## config.mk

```make
export PLATFORM = sky130hd
export DESIGN_NAME = pipeline_reg_ex_fwd_flat
export DESIGN_NICKNAME = d
export VERILOG_FILES = /design/src/rtl/pipeline_reg_ex_fwd_if.sv /design/src/rtl/pipeline_reg_ex_fwd.sv /design/src/flat_wrapper.sv
export SDC_FILE = /design/constraint.sdc
export NUM_CORES = 1
export LEC_CHECK = 0
export CAP_MARGIN = 5
export CELL_PAD_IN_SITES_DETAIL_PLACEMENT = 0
export CELL_PAD_IN_SITES_GLOBAL_PLACEMENT = 1
export CORE_MARGIN = 8
export CORE_UTILIZATION = 24
export CTS_BUF_LIST = sky130_fd_sc_hd__clkbuf_16
export CTS_CLUSTER_DIAMETER = 80
export DETAILED_ROUTE_END_ITERATION = 6
export PLACE_DENSITY = 0.87
export SETUP_SLACK_MARGIN = 0.5
export SLEW_MARGIN = 15
export SYNTH_ARGS = -nofsm -noshare
export SYNTH_HDL_FRONTEND = slang
export SYNTH_SLANG_ARGS = --single-unit
```

## constraint.sdc

```tcl
create_clock -name clk -period 1.9 [get_ports clk]
set_input_delay 0.38 -clock clk [delete_from_list [all_inputs] [get_ports clk]]
set_output_delay 0.38 -clock clk [all_outputs]
set_load 0.05 [all_outputs]
```

## src/rtl/pipeline_reg_ex_fwd_if.sv

```systemverilog
// pipeline_reg_ex_fwd_if: ID-side inputs and EX/forwarding outputs of the execute register.
interface pipeline_reg_ex_fwd_if #(
    parameter int XLEN       = 32,
    parameter int REG_ADDR_W = 5,
    parameter int CNT_W      = 16
);
    logic                  in_valid;
    logic                  stall;
    logic                  flush;
    logic                  ID_wr_en;
    logic                  ID_mem_en;
    logic                  ID_mem_wr;
    logic [REG_ADDR_W-1:0] ID_rd_sel;
    logic [XLEN-1:0]       ID_alu_val;
    logic [REG_ADDR_W-1:0] rs1_sel;
    logic [REG_ADDR_W-1:0] rs2_sel;
    logic                  EX_valid;
    logic                  EX_wr_en;
    logic                  EX_mem_en;
    logic                  EX_mem_wr;
    logic [REG_ADDR_W-1:0] EX_rd_sel;
    logic [XLEN-1:0]       EX_alu_val;
    logic [REG_ADDR_W-1:0] EX_raw_sel;
    logic [XLEN-1:0]       EX_raw_val;
    logic                  fwd_rs1_hit;
    logic [XLEN-1:0]       fwd_rs1_val;
    logic                  fwd_rs2_hit;
    logic [XLEN-1:0]       fwd_rs2_val;
    logic                  load_use_hazard;
    logic [CNT_W-1:0]      stall_cnt;

    modport master (
        output in_valid, stall, flush, ID_wr_en, ID_mem_en, ID_mem_wr, ID_rd_sel, ID_alu_val,
               rs1_sel, rs2_sel,
        input  EX_valid, EX_wr_en, EX_mem_en, EX_mem_wr, EX_rd_sel, EX_alu_val, EX_raw_sel,
               EX_raw_val, fwd_rs1_hit, fwd_rs1_val, fwd_rs2_hit, fwd_rs2_val, load_use_hazard,
               stall_cnt
    );

    modport slave (
        input  in_valid, stall, flush, ID_wr_en, ID_mem_en, ID_mem_wr, ID_rd_sel, ID_alu_val,
               rs1_sel, rs2_sel,
        output EX_valid, EX_wr_en, EX_mem_en, EX_mem_wr, EX_rd_sel, EX_alu_val, EX_raw_sel,
               EX_raw_val, fwd_rs1_hit, fwd_rs1_val, fwd_rs2_hit, fwd_rs2_val, load_use_hazard,
               stall_cnt
    );
endinterface

```

## src/rtl/pipeline_reg_ex_fwd.sv

```systemverilog
// pipeline_reg_ex_fwd: EX pipeline register with raw bypass, operand forwarding and load-use detect.
module pipeline_reg_ex_fwd #(
    parameter int XLEN       = 32,
    parameter int REG_ADDR_W = 5,
    parameter int CNT_W      = 16
) (
    input logic clk,
    input logic rst,
    pipeline_reg_ex_fwd_if.slave bus
);
    logic                  ex_valid, ex_wr_en, ex_mem_en, ex_mem_wr;
    logic [REG_ADDR_W-1:0] ex_rd_sel;
    logic [XLEN-1:0]       ex_alu_val;
    logic [CNT_W-1:0]      cnt;
    logic                  raw_q, ex_q, id_ld, ex_ld;
    logic                  id_m1, id_m2, ex_m1, ex_m2;

    always_ff @(posedge clk) begin
        if (rst) begin
            {ex_valid, ex_wr_en, ex_mem_en, ex_mem_wr} <= '0;
            ex_rd_sel  <= '0;
            ex_alu_val <= '0;
            cnt        <= '0;
        end else if (bus.flush) begin
            {ex_valid, ex_wr_en, ex_mem_en, ex_mem_wr} <= '0;
            ex_rd_sel  <= '0;
            ex_alu_val <= '0;
        end else if (bus.stall) begin
            cnt <= (cnt == '1) ? cnt : cnt + CNT_W'(1);
        end else begin
            ex_valid   <= bus.in_valid;
            ex_wr_en   <= bus.in_valid & bus.ID_wr_en;
            ex_mem_en  <= bus.in_valid & bus.ID_mem_en;
            ex_mem_wr  <= bus.in_valid & bus.ID_mem_wr;
            ex_rd_sel  <= bus.ID_rd_sel;
            ex_alu_val <= bus.ID_alu_val;
        end
    end

    // Loads write rd too, but their data is not ready here, so they never forward.
    assign raw_q = bus.in_valid & bus.ID_wr_en & (|bus.ID_rd_sel) & ~(bus.ID_mem_en & ~bus.ID_mem_wr);
    assign ex_q  = ex_valid & ex_wr_en & (|ex_rd_sel) & ~(ex_mem_en & ~ex_mem_wr);
    assign id_ld = bus.in_valid & bus.ID_wr_en & bus.ID_mem_en & ~bus.ID_mem_wr;
    assign ex_ld = ex_valid & ex_wr_en & ex_mem_en & ~ex_mem_wr;

    assign id_m1 = (|bus.rs1_sel) & (bus.ID_rd_sel == bus.rs1_sel);
    assign id_m2 = (|bus.rs2_sel) & (bus.ID_rd_sel == bus.rs2_sel);
    assign ex_m1 = (|bus.rs1_sel) & (ex_rd_sel == bus.rs1_sel);
    assign ex_m2 = (|bus.rs2_sel) & (ex_rd_sel == bus.rs2_sel);

    assign bus.EX_valid   = ex_valid;
    assign bus.EX_wr_en   = ex_wr_en;
    assign bus.EX_mem_en  = ex_mem_en;
    assign bus.EX_mem_wr  = ex_mem_wr;
    assign bus.EX_rd_sel  = ex_rd_sel;
    assign bus.EX_alu_val = ex_alu_val;
    assign bus.stall_cnt  = cnt;

    assign bus.EX_raw_sel = raw_q ? bus.ID_rd_sel : '0;
    assign bus.EX_raw_val = raw_q ? bus.ID_alu_val : '0;

    // The younger ID-side producer takes precedence over the registered one.
    assign bus.fwd_rs1_hit = (raw_q & id_m1) | (ex_q & ex_m1);
    assign bus.fwd_rs1_val = (raw_q & id_m1) ? bus.ID_alu_val : (ex_q & ex_m1) ? ex_alu_val : '0;
    assign bus.fwd_rs2_hit = (raw_q & id_m2) | (ex_q & ex_m2);
    assign bus.fwd_rs2_val = (raw_q & id_m2) ? bus.ID_alu_val : (ex_q & ex_m2) ? ex_alu_val : '0;

    assign bus.load_use_hazard = (id_ld & (id_m1 | id_m2)) | (ex_ld & (ex_m1 | ex_m2));
endmodule

```

## src/flat_wrapper.sv

```systemverilog
// flat-port wrapper written by rule: the top's interface ports become plain ports
module pipeline_reg_ex_fwd_flat 
#(
    parameter int XLEN       = 32,
    parameter int REG_ADDR_W = 5,
    parameter int CNT_W      = 16
)
  (clk, rst, bus_in_valid, bus_stall, bus_flush, bus_ID_wr_en, bus_ID_mem_en, bus_ID_mem_wr, bus_ID_rd_sel, bus_ID_alu_val, bus_rs1_sel, bus_rs2_sel, bus_EX_valid, bus_EX_wr_en, bus_EX_mem_en, bus_EX_mem_wr, bus_EX_rd_sel, bus_EX_alu_val, bus_EX_raw_sel, bus_EX_raw_val, bus_fwd_rs1_hit, bus_fwd_rs1_val, bus_fwd_rs2_hit, bus_fwd_rs2_val, bus_load_use_hazard, bus_stall_cnt);
  pipeline_reg_ex_fwd_if #(.XLEN(XLEN), .REG_ADDR_W(REG_ADDR_W), .CNT_W(CNT_W)) bus_i ();
  input logic clk;
  input logic rst;
  input wire logic [$bits(bus_i.in_valid)-1:0] bus_in_valid;
  input wire logic [$bits(bus_i.stall)-1:0] bus_stall;
  input wire logic [$bits(bus_i.flush)-1:0] bus_flush;
  input wire logic [$bits(bus_i.ID_wr_en)-1:0] bus_ID_wr_en;
  input wire logic [$bits(bus_i.ID_mem_en)-1:0] bus_ID_mem_en;
  input wire logic [$bits(bus_i.ID_mem_wr)-1:0] bus_ID_mem_wr;
  input wire logic [$bits(bus_i.ID_rd_sel)-1:0] bus_ID_rd_sel;
  input wire logic [$bits(bus_i.ID_alu_val)-1:0] bus_ID_alu_val;
  input wire logic [$bits(bus_i.rs1_sel)-1:0] bus_rs1_sel;
  input wire logic [$bits(bus_i.rs2_sel)-1:0] bus_rs2_sel;
  output wire logic [$bits(bus_i.EX_valid)-1:0] bus_EX_valid;
  output wire logic [$bits(bus_i.EX_wr_en)-1:0] bus_EX_wr_en;
  output wire logic [$bits(bus_i.EX_mem_en)-1:0] bus_EX_mem_en;
  output wire logic [$bits(bus_i.EX_mem_wr)-1:0] bus_EX_mem_wr;
  output wire logic [$bits(bus_i.EX_rd_sel)-1:0] bus_EX_rd_sel;
  output wire logic [$bits(bus_i.EX_alu_val)-1:0] bus_EX_alu_val;
  output wire logic [$bits(bus_i.EX_raw_sel)-1:0] bus_EX_raw_sel;
  output wire logic [$bits(bus_i.EX_raw_val)-1:0] bus_EX_raw_val;
  output wire logic [$bits(bus_i.fwd_rs1_hit)-1:0] bus_fwd_rs1_hit;
  output wire logic [$bits(bus_i.fwd_rs1_val)-1:0] bus_fwd_rs1_val;
  output wire logic [$bits(bus_i.fwd_rs2_hit)-1:0] bus_fwd_rs2_hit;
  output wire logic [$bits(bus_i.fwd_rs2_val)-1:0] bus_fwd_rs2_val;
  output wire logic [$bits(bus_i.load_use_hazard)-1:0] bus_load_use_hazard;
  output wire logic [$bits(bus_i.stall_cnt)-1:0] bus_stall_cnt;
  assign bus_i.in_valid = bus_in_valid;
  assign bus_i.stall = bus_stall;
  assign bus_i.flush = bus_flush;
  assign bus_i.ID_wr_en = bus_ID_wr_en;
  assign bus_i.ID_mem_en = bus_ID_mem_en;
  assign bus_i.ID_mem_wr = bus_ID_mem_wr;
  assign bus_i.ID_rd_sel = bus_ID_rd_sel;
  assign bus_i.ID_alu_val = bus_ID_alu_val;
  assign bus_i.rs1_sel = bus_rs1_sel;
  assign bus_i.rs2_sel = bus_rs2_sel;
  assign bus_EX_valid = bus_i.EX_valid;
  assign bus_EX_wr_en = bus_i.EX_wr_en;
  assign bus_EX_mem_en = bus_i.EX_mem_en;
  assign bus_EX_mem_wr = bus_i.EX_mem_wr;
  assign bus_EX_rd_sel = bus_i.EX_rd_sel;
  assign bus_EX_alu_val = bus_i.EX_alu_val;
  assign bus_EX_raw_sel = bus_i.EX_raw_sel;
  assign bus_EX_raw_val = bus_i.EX_raw_val;
  assign bus_fwd_rs1_hit = bus_i.fwd_rs1_hit;
  assign bus_fwd_rs1_val = bus_i.fwd_rs1_val;
  assign bus_fwd_rs2_hit = bus_i.fwd_rs2_hit;
  assign bus_fwd_rs2_val = bus_i.fwd_rs2_val;
  assign bus_load_use_hazard = bus_i.load_use_hazard;
  assign bus_stall_cnt = bus_i.stall_cnt;
  pipeline_reg_ex_fwd #(.XLEN(XLEN), .REG_ADDR_W(REG_ADDR_W), .CNT_W(CNT_W)) u_core (.clk(clk), .rst(rst), .bus(bus_i));
endmodule
```

==> results of run 1 <==
[timing repair]
item	4_1_cts	5_1_grt
endpoints found under the hold margin	0	0
resized for setup	282	97
pin swaps	73	87
setup endpoints to repair	123	145
buffers inserted	47	10
hold buffers	0	0
cloned	15	2
[worst max path at each step]
stage                                         start                  end  depth (start not counted)
2_1_floorplan  u_core.bus.EX_rd_sel[0]$_SDFFE_PP0N_  bus_fwd_rs2_val[24]                          6
3_3_place_gp                       bus_ID_rd_sel[3]  bus_fwd_rs1_val[17]                          9
3_5_place_dp                       bus_ID_rd_sel[3]  bus_fwd_rs1_val[16]                          9
4_1_cts        u_core.bus.EX_rd_sel[4]$_SDFFE_PP0N_      bus_fwd_rs1_hit                          7
5_1_grt        u_core.bus.EX_rd_sel[3]$_SDFFE_PP0N_  bus_fwd_rs1_val[16]                          9
6_report       u_core.bus.EX_rd_sel[2]$_SDFFE_PP0N_      bus_fwd_rs1_hit                          7
[layout make-up]
type                            instances  area (um2)
Multi-Input combinational cell        444        4310
Inverter                                2        7.51
Sequential cell                        57        1250
Timing Repair Buffer                  373        5130
Tap cell                              220         275
Fill cell                            1103        5050
Clock inverter                          7        95.1
Clock buffer                            9         225
[cells in the mapped netlist, types with 3 or more instances]
cell	n
sky130_fd_sc_hd__clkbuf_1	14
sky130_fd_sc_hd__dfxtp_1	57
sky130_fd_sc_hd__o21ai_0	3
sky130_fd_sc_hd__nand3_1	7
sky130_fd_sc_hd__nor4_1	8
sky130_fd_sc_hd__nand2_1	139
sky130_fd_sc_hd__nor2_1	63
sky130_fd_sc_hd__a21oi_1	3
sky130_fd_sc_hd__or4_4	3
sky130_fd_sc_hd__nand4_1	6
sky130_fd_sc_hd__nor4_4	3
sky130_fd_sc_hd__buf_6	12
sky130_fd_sc_hd__mux2i_1	37
sky130_fd_sc_hd__nor2b_1	3
sky130_fd_sc_hd__buf_1	4
sky130_fd_sc_hd__and2_1	37
sky130_fd_sc_hd__xnor2_1	35
sky130_fd_sc_hd__o21ai_1	63
sky130_fd_sc_hd__nor3_1	10
sky130_fd_sc_hd__buf_2	5
[logic make-up (layout without fill, tap and decap cells)]
group,after synthesis,after routing,share of synthesized area [%]
fa+ha+maj,1,1,0.317
buf+inv,39,391,6.34
xor+xnor,35,35,7.76
mux,37,37,9.38
compound gates,74,74,10.4
flops,57,57,28.9
simple gates,297,297,36.9
[power groups by stage]
stage | Combinational, mW | Clock (mW) | Sequential (mW)
after floorplan | 0.413 | 0 | 1.37
final | 1.23 | 1.77 | 1.27
after CTS | 1.18 | 1.79 | 1.25
after detailed placement | 1.03 | 0 | 1.27
after global routing | 1.28 | 1.85 | 1.27
after global placement | 1.01 | 0 | 1.27
[per-layer routing]
metal  wire, um  vias up
li1           -     2515
met1       8480     2669
met2      12500      186
met3       1320       42
met4        667        2
met5         13        -
[worst reg2reg max path: cells and delay by family (launching register included)]
family        cells  cell delay (ns)
fa+ha+maj         1             0.14
flops             1             0.36
xor+xnor          1             0.17
buf+inv           2             0.31
simple gates      4             0.61
[stage by stage]
step / setup TNS (ns) / hold slack (ns) / area, um2 / util, % / instances
detailed placement: -78.50 / 0.517 / 8940 / 54.7 / 1022
CTS: -55.68 / 0.394 / 10800 / 66.2 / 1100
finish: -54.66 / 0.401 / 11300 / 69.1 / 1112
global route: -60.65 / 0.422 / 11300 / 69.1 / 1112
global placement: -76.16 / 0.504 / 8940 / 54.7 / 1022
floorplan: -17.89 / 0.523 / 5130 / - / 540
[flip-flops by register name, summed over array words and instances, names as in the netlist]
signal / flops
u_core.bus.EX_mem_wr: 1
u_core.bus.EX_wr_en: 1
u_core.bus.stall_cnt: 16
u_core.bus.EX_mem_en: 1
u_core.bus.EX_rd_sel: 5
u_core.bus.EX_valid: 1
u_core.bus.EX_alu_val: 32
==> metrics.cfg, run 1 <==
[status]
status = complete, but fails checks
violations = negative setup slack

[power_and_ir_drop]
worst_voltage_drop_across_the_vdd_grid_mv = 0.403
clock_power_share_pct = 41.4
comb_power_share_pct = 28.9
totalPowerFinal_mw = 4.27
power_frac_seq_pct = 29.7
switching_fraction_of_total_power_pct = 30.7
p_switching_mw = 1.31
intPower_mw = 2.96
power_per_cell_area_nw_per_um2 = 378
leakagePower_nw = 5.10

[drt]
drt-pass1-iter-count = 4
via_per_inst = 4.87
wl_um = 22900
initialDrtViolationCount = 312
wire_per_inst_um = 20.6
dr_total_vias = 5414
drc = 0
drtAntennaViolNets = 0

[worst_setup_path]
critPathArrivalTime_ns = 2.23
r2r_slack_ns = 0.19
critPathCaptureType = output pin
most_frequent_cell_on_the_critical_path = sky130_fd_sc_hd__buf_12
worst_path_dominant_cell_family = simple AND/OR/NAND/NOR gates
startpoint_type = register
critPathRequiredTime_ns = 1.52
crit_path_top_delay_cell = sky130_fd_sc_hd__or4_4
crit_type = reg2out
timing.critical_path.buf_inv = 3
cp_cell_instances = or4_4, o211ai_4, nor4_4, buf_6, buf_12, or2_4, buf_12
rr_endpoint = u_core.bus.stall_cnt[2]$_SDFFE_PP0P_
worstRegToRegCells = 8
timing.critical_path.fanout_max = 7
worst_flop_to_flop_path_startpoint = u_core.bus.stall_cnt[1]$_SDFFE_PP0P_
cp_max_stage_delay_ns = 0.56

[global_routing]
met3_demand_to_capacity_share_in_global_routing_pct = 4.92
grtUsageTotal_pct = 20.5
grt_pass1_wl_um = 32700
globalRouteMet2Util_pct = 37.4
grt_max_degree = 44
gr-total-overflow = 0
grt_most_used_layer = met2
grt_antenna_before_repair = 1
first_global_vias = 5638
met1_usage_in_global_routing_pct = 22.4

[logic_synthesis]
ys_top_cells_by_area = sky130_fd_sc_hd__dfxtp_1 (29%), sky130_fd_sc_hd__nand2_1 (13%), sky130_fd_sc_hd__mux2i_1 (9.4%)
synth_nets = 596
synth_seq_area_share_pct = 28.9
yosysTopAreaCell = sky130_fd_sc_hd__dfxtp_1
ys_seq_elements = 57
synth_top_area_share_pct = 28.9
synth_cell_area_um2 = 3950
post_synth_inst_count = 540
average_footprint_of_a_synthesized_cell_um2 = 7.31
synth-edff-count = 0
synth_async_sr_flop_share_pct = 0
synth.distinct_cells = 39
yosys_most_used_dff = sky130_fd_sc_hd__dfxtp_1
synth_warnings = 0

[floorplan]
rows = 47
dieHeight_um = 144
start_util_pct = 24.2
placeableCoreArea_um2 = 16300
floorplan_die_width_um = 144
boundaryPins = 216
die_area_um2 = 20800

[sta]
worst_clock_skew_on_the_final_layout_ns = 0.0110
max_freq_mhz = 383
rsz_0062_raised_after_global_routing = yes
slew_violations = 0
fin_crit_sh_pct = 137
timing.final.setup_violations = 99
final_critical_path_setup_slack_ns = -0.708
maxSlewHeadroom_pct = 69.8
finalHoldViolations = 0
min_period_ns = 2.61
max_slew.worst_pin.slew_ns = 0.453

[cts]
cts.clk_slew.worst_paths_ns = 0.06
htreeDepth = 3
clock_net_sink_count = 57
numCtsBuffers = 9
cts-root-to-sink-buffers = 2
cts_tree = yes
cts-root-buf = sky130_fd_sc_hd__clkbuf_16
clkLatencyLatePin_ns = 0.33

[place]
hpwl_um = 14200
pre_cts_slack_ns = -0.974
io_buffers = 215
gp_congestion = 0.826

[cells_and_area]
mostFrequentLayoutCell = sky130_fd_sc_hd__buf_12
final_cell_mix = sky130_fd_sc_hd__buf_12 (133), sky130_fd_sc_hd__buf_4 (120), sky130_fd_sc_hd__nand2_1 (68), sky130_fd_sc_hd__o21ai_4 (65), sky130_fd_sc_hd__nor2_1 (59)
nets = 943
post_route_cells_drive_above_1_share_pct = 72.2
area_delta_synth_final_pct = 186
antennaDiodeCount = 0

[hold_path]
hp-start = bus_ID_mem_en
hold_path.class = in2reg
hold_depth = 4
hold_path_end = u_core.bus.EX_mem_en$_SDFFE_PP0N_

[job]
drv.max_cap_violation_count = 0

No activity file was read; power rests on OpenSTA's default activity.
==> run 2: changes to the inputs <==
--- a/config.mk
+++ b/config.mk
@@ -9,11 +9,11 @@
 export CELL_PAD_IN_SITES_DETAIL_PLACEMENT = 0
 export CELL_PAD_IN_SITES_GLOBAL_PLACEMENT = 1
 export CORE_MARGIN = 8
-export CORE_UTILIZATION = 24
+export CORE_UTILIZATION = 29
 export CTS_BUF_LIST = sky130_fd_sc_hd__clkbuf_16
 export CTS_CLUSTER_DIAMETER = 80
 export DETAILED_ROUTE_END_ITERATION = 6
-export PLACE_DENSITY = 0.87
+export PLACE_DENSITY_LB_ADDON = 0.1
 export SETUP_SLACK_MARGIN = 0.5
 export SLEW_MARGIN = 15
 export SYNTH_ARGS = -nofsm -noshare
==> constraint.sdc (replaced) <==
create_clock -name clk -period 3.25 [get_ports clk]
set_input_delay 0.65 -clock clk [delete_from_list [all_inputs] [get_ports clk]]
set_output_delay 0.65 -clock clk [all_outputs]
set_load 0.05 [all_outputs]
==> run 2 against run 1 <==
- the run now ends clean
- clock-buffer cell count is the same
- via count decreased by 7.7%
- wire length shrank 7.0%
- critical path type is now in2out
- critical endpoint is now bus_fwd_rs1_val[29]
- largest power group unchanged
==> metrics.cfg, run 2 (synthesized netlist as in run 1, its figures left out) <==
[floorplan]
dieHeight_um = 133
boundaryPins = 216
rows = 42
die_area_um2 = 17600
floorplan_die_width_um = 133
placeableCoreArea_um2 = 13300
start_util_pct = 29.7

[place]
hpwl_um = 12400
gp_congestion = 0.851
placement.cell_area_um2 = 7460
pre_cts_slack_ns = -0.0891
io_buffers = 215

[sta]
worst_clock_skew_on_the_final_layout_ns = 0.00330
min_period_ns = 3.01
maxSlewHeadroom_pct = 48.8
max_slew.worst_pin.slew_ns = 0.769
fin_crit_sh_pct = 92.6
max_freq_mhz = 332
timing.final.setup_violations = 0
rsz_0062_raised_after_global_routing = yes
final_critical_path_setup_slack_ns = 0.242
finalHoldViolations = 0
slew_violations = 0

[drt]
drc = 0
dr_total_vias = 4996
wire_per_inst_um = 21.5
initialDrtViolationCount = 257
via_per_inst = 5.03
drt-pass1-iter-count = 4
wl_um = 21300
drtAntennaViolNets = 0

[cells_and_area]
post_route_cells_drive_above_1_share_pct = 49.0
final_core_util_pct = 73.6
antennaDiodeCount = 0
largest_reg_flops = 32
mostFrequentLayoutCell = sky130_fd_sc_hd__buf_12
area_delta_synth_final_pct = 148
final_cell_area_excluding_filler_cells_um2 = 9790
final_cell_mix = sky130_fd_sc_hd__buf_12 (106), sky130_fd_sc_hd__clkdlybuf4s50_1 (91), sky130_fd_sc_hd__nand2_1 (73), sky130_fd_sc_hd__nor2_1 (63), sky130_fd_sc_hd__o21ai_4 (62)
nets = 869

[worst_setup_path]
critPathRequiredTime_ns = 2.60
cp_cell_instances = buf_8, or4_4, nor2_4, buf_6, nor4b_4, buf_12, buf_6, buf_16, o21ai_4, buf_12
worst_path_dominant_cell_family = buffers and inverters
critPathCaptureType = output pin
timing.critical_path.buf_inv = 6
timing.critical_path.fanout_max = 9
startpoint_type = primary input
crit_path_top_delay_cell = sky130_fd_sc_hd__or4_4
cp_max_stage_delay_ns = 0.54
crit_type = in2out
worstRegToRegCells = 7
crit_cells = 10
critPathArrivalTime_ns = 2.36

[cts]
cts-root-to-sink-buffers = 2
cts-root-buf = sky130_fd_sc_hd__clkbuf_16
clock_net_sink_count = 57
cts.clk_slew.worst_paths_ns = 0.06
htreeDepth = 3
cts_tree = yes
clkLatencyLatePin_ns = 0.34
numCtsBuffers = 9

[status]
status = finished, final reports clean

[global_routing]
grt_most_used_layer = met2
met3_demand_to_capacity_share_in_global_routing_pct = 6.47
grtUsageTotal_pct = 22.3
grt_max_degree = 44
gr-total-overflow = 0
first_global_vias = 5333
grt_antenna_before_repair = 0
globalRouteMet2Util_pct = 40.3
grt_pass1_wl_um = 31000
met1_usage_in_global_routing_pct = 23.7

[hold_path]
hold_path.class = reg2reg
hold_depth = 2

[power_and_ir_drop]
power_per_cell_area_nw_per_um2 = 246
totalPowerFinal_mw = 2.40
leakagePower_nw = 3.86
worst_voltage_drop_across_the_vdd_grid_mv = 0.260

[job]
drv.max_cap_violation_count = 0

run 2: cell count changes in the layout (fill, tap and decap cells not counted), sizes merged:
cell	delta
buf	-135
clkdlybuf4s50	+57
inv	+1
clkinv	-1
bufbuf	-2
clkdlybuf4s15	-1
clkbuf	+7
run 2: through the flow:
| stage | setup TNS, ns | hold slack (ns) | std cells |
|---|---|---|---|
| 2_1_floorplan | 0 | 0.639 | 540 |
| 3_3_place_gp | -0.348 | 0.471 | 926 |
| 3_5_place_dp | -2.52 | 0.479 | 926 |
| 4_1_cts | 0 | 0.493 | 973 |
| 5_1_grt | 0 | 0.534 | 994 |
| 6_report | 0 | 0.494 | 994 |
run 2: layer usage:
metal  routed length, um  vias up
met5                   0        -
met4                 726        0
met3                1090       38
met2               11200      187
met1                8310     2422
li1                    -     2349
run 2: where the power goes:
part	switching (mW)	internal, mW	leakage (nW)	total (mW)
logic	0.336	0.281	3.24	0.618
registers	0.0261	0.716	0.468	0.742
clock network	0.369	0.677	0.156	1.05
total	0.731	1.67	3.86	2.40
run 2: path summary, 6_finish.rpt:
kind                                             start                              endpoint  slack [ns]
setup reg to reg  u_core.bus.stall_cnt[0]$_SDFFE_PP0P_  u_core.bus.stall_cnt[6]$_SDFFE_PP0P_        1.15
setup / recovery                        bus_rs1_sel[4]                   bus_fwd_rs1_val[29]        0.24
hold / removal        u_core.bus.EX_valid$_SDFFE_PP0N_      u_core.bus.EX_valid$_SDFFE_PP0N_        0.49
hold reg to reg       u_core.bus.EX_valid$_SDFFE_PP0N_      u_core.bus.EX_valid$_SDFFE_PP0N_        0.49
run 2: layout make-up:
type | instances | area (um2)
clock buffer | 9 | 225
clock inverter | 7 | 103
fill | 899 | 3510
inverter | 2 | 7.51
multi-input combinational | 444 | 3740
sequential | 57 | 1160
tap | 176 | 220
timing repair buffer | 299 | 4330
run 2: worst reg2reg max path: cells and delay by family (launching register included):
family / cells / cell delay, ns
xor gates and xnor gates: 1 / 0.17
adders and majority gates: 1 / 0.23
buffers and inverters: 1 / 0.27
DFF: 1 / 0.43
and+or+nand+nor: 4 / 0.89
run 2: repair_timing:
item / CTS / global route
gates resized for setup: 265 / 100
setup endpoints to repair: 100 / 98
hold buffers: 0 / 0
cloned: 15 / 8
pin swaps: 44 / 34
setup buffers: 16 / 13
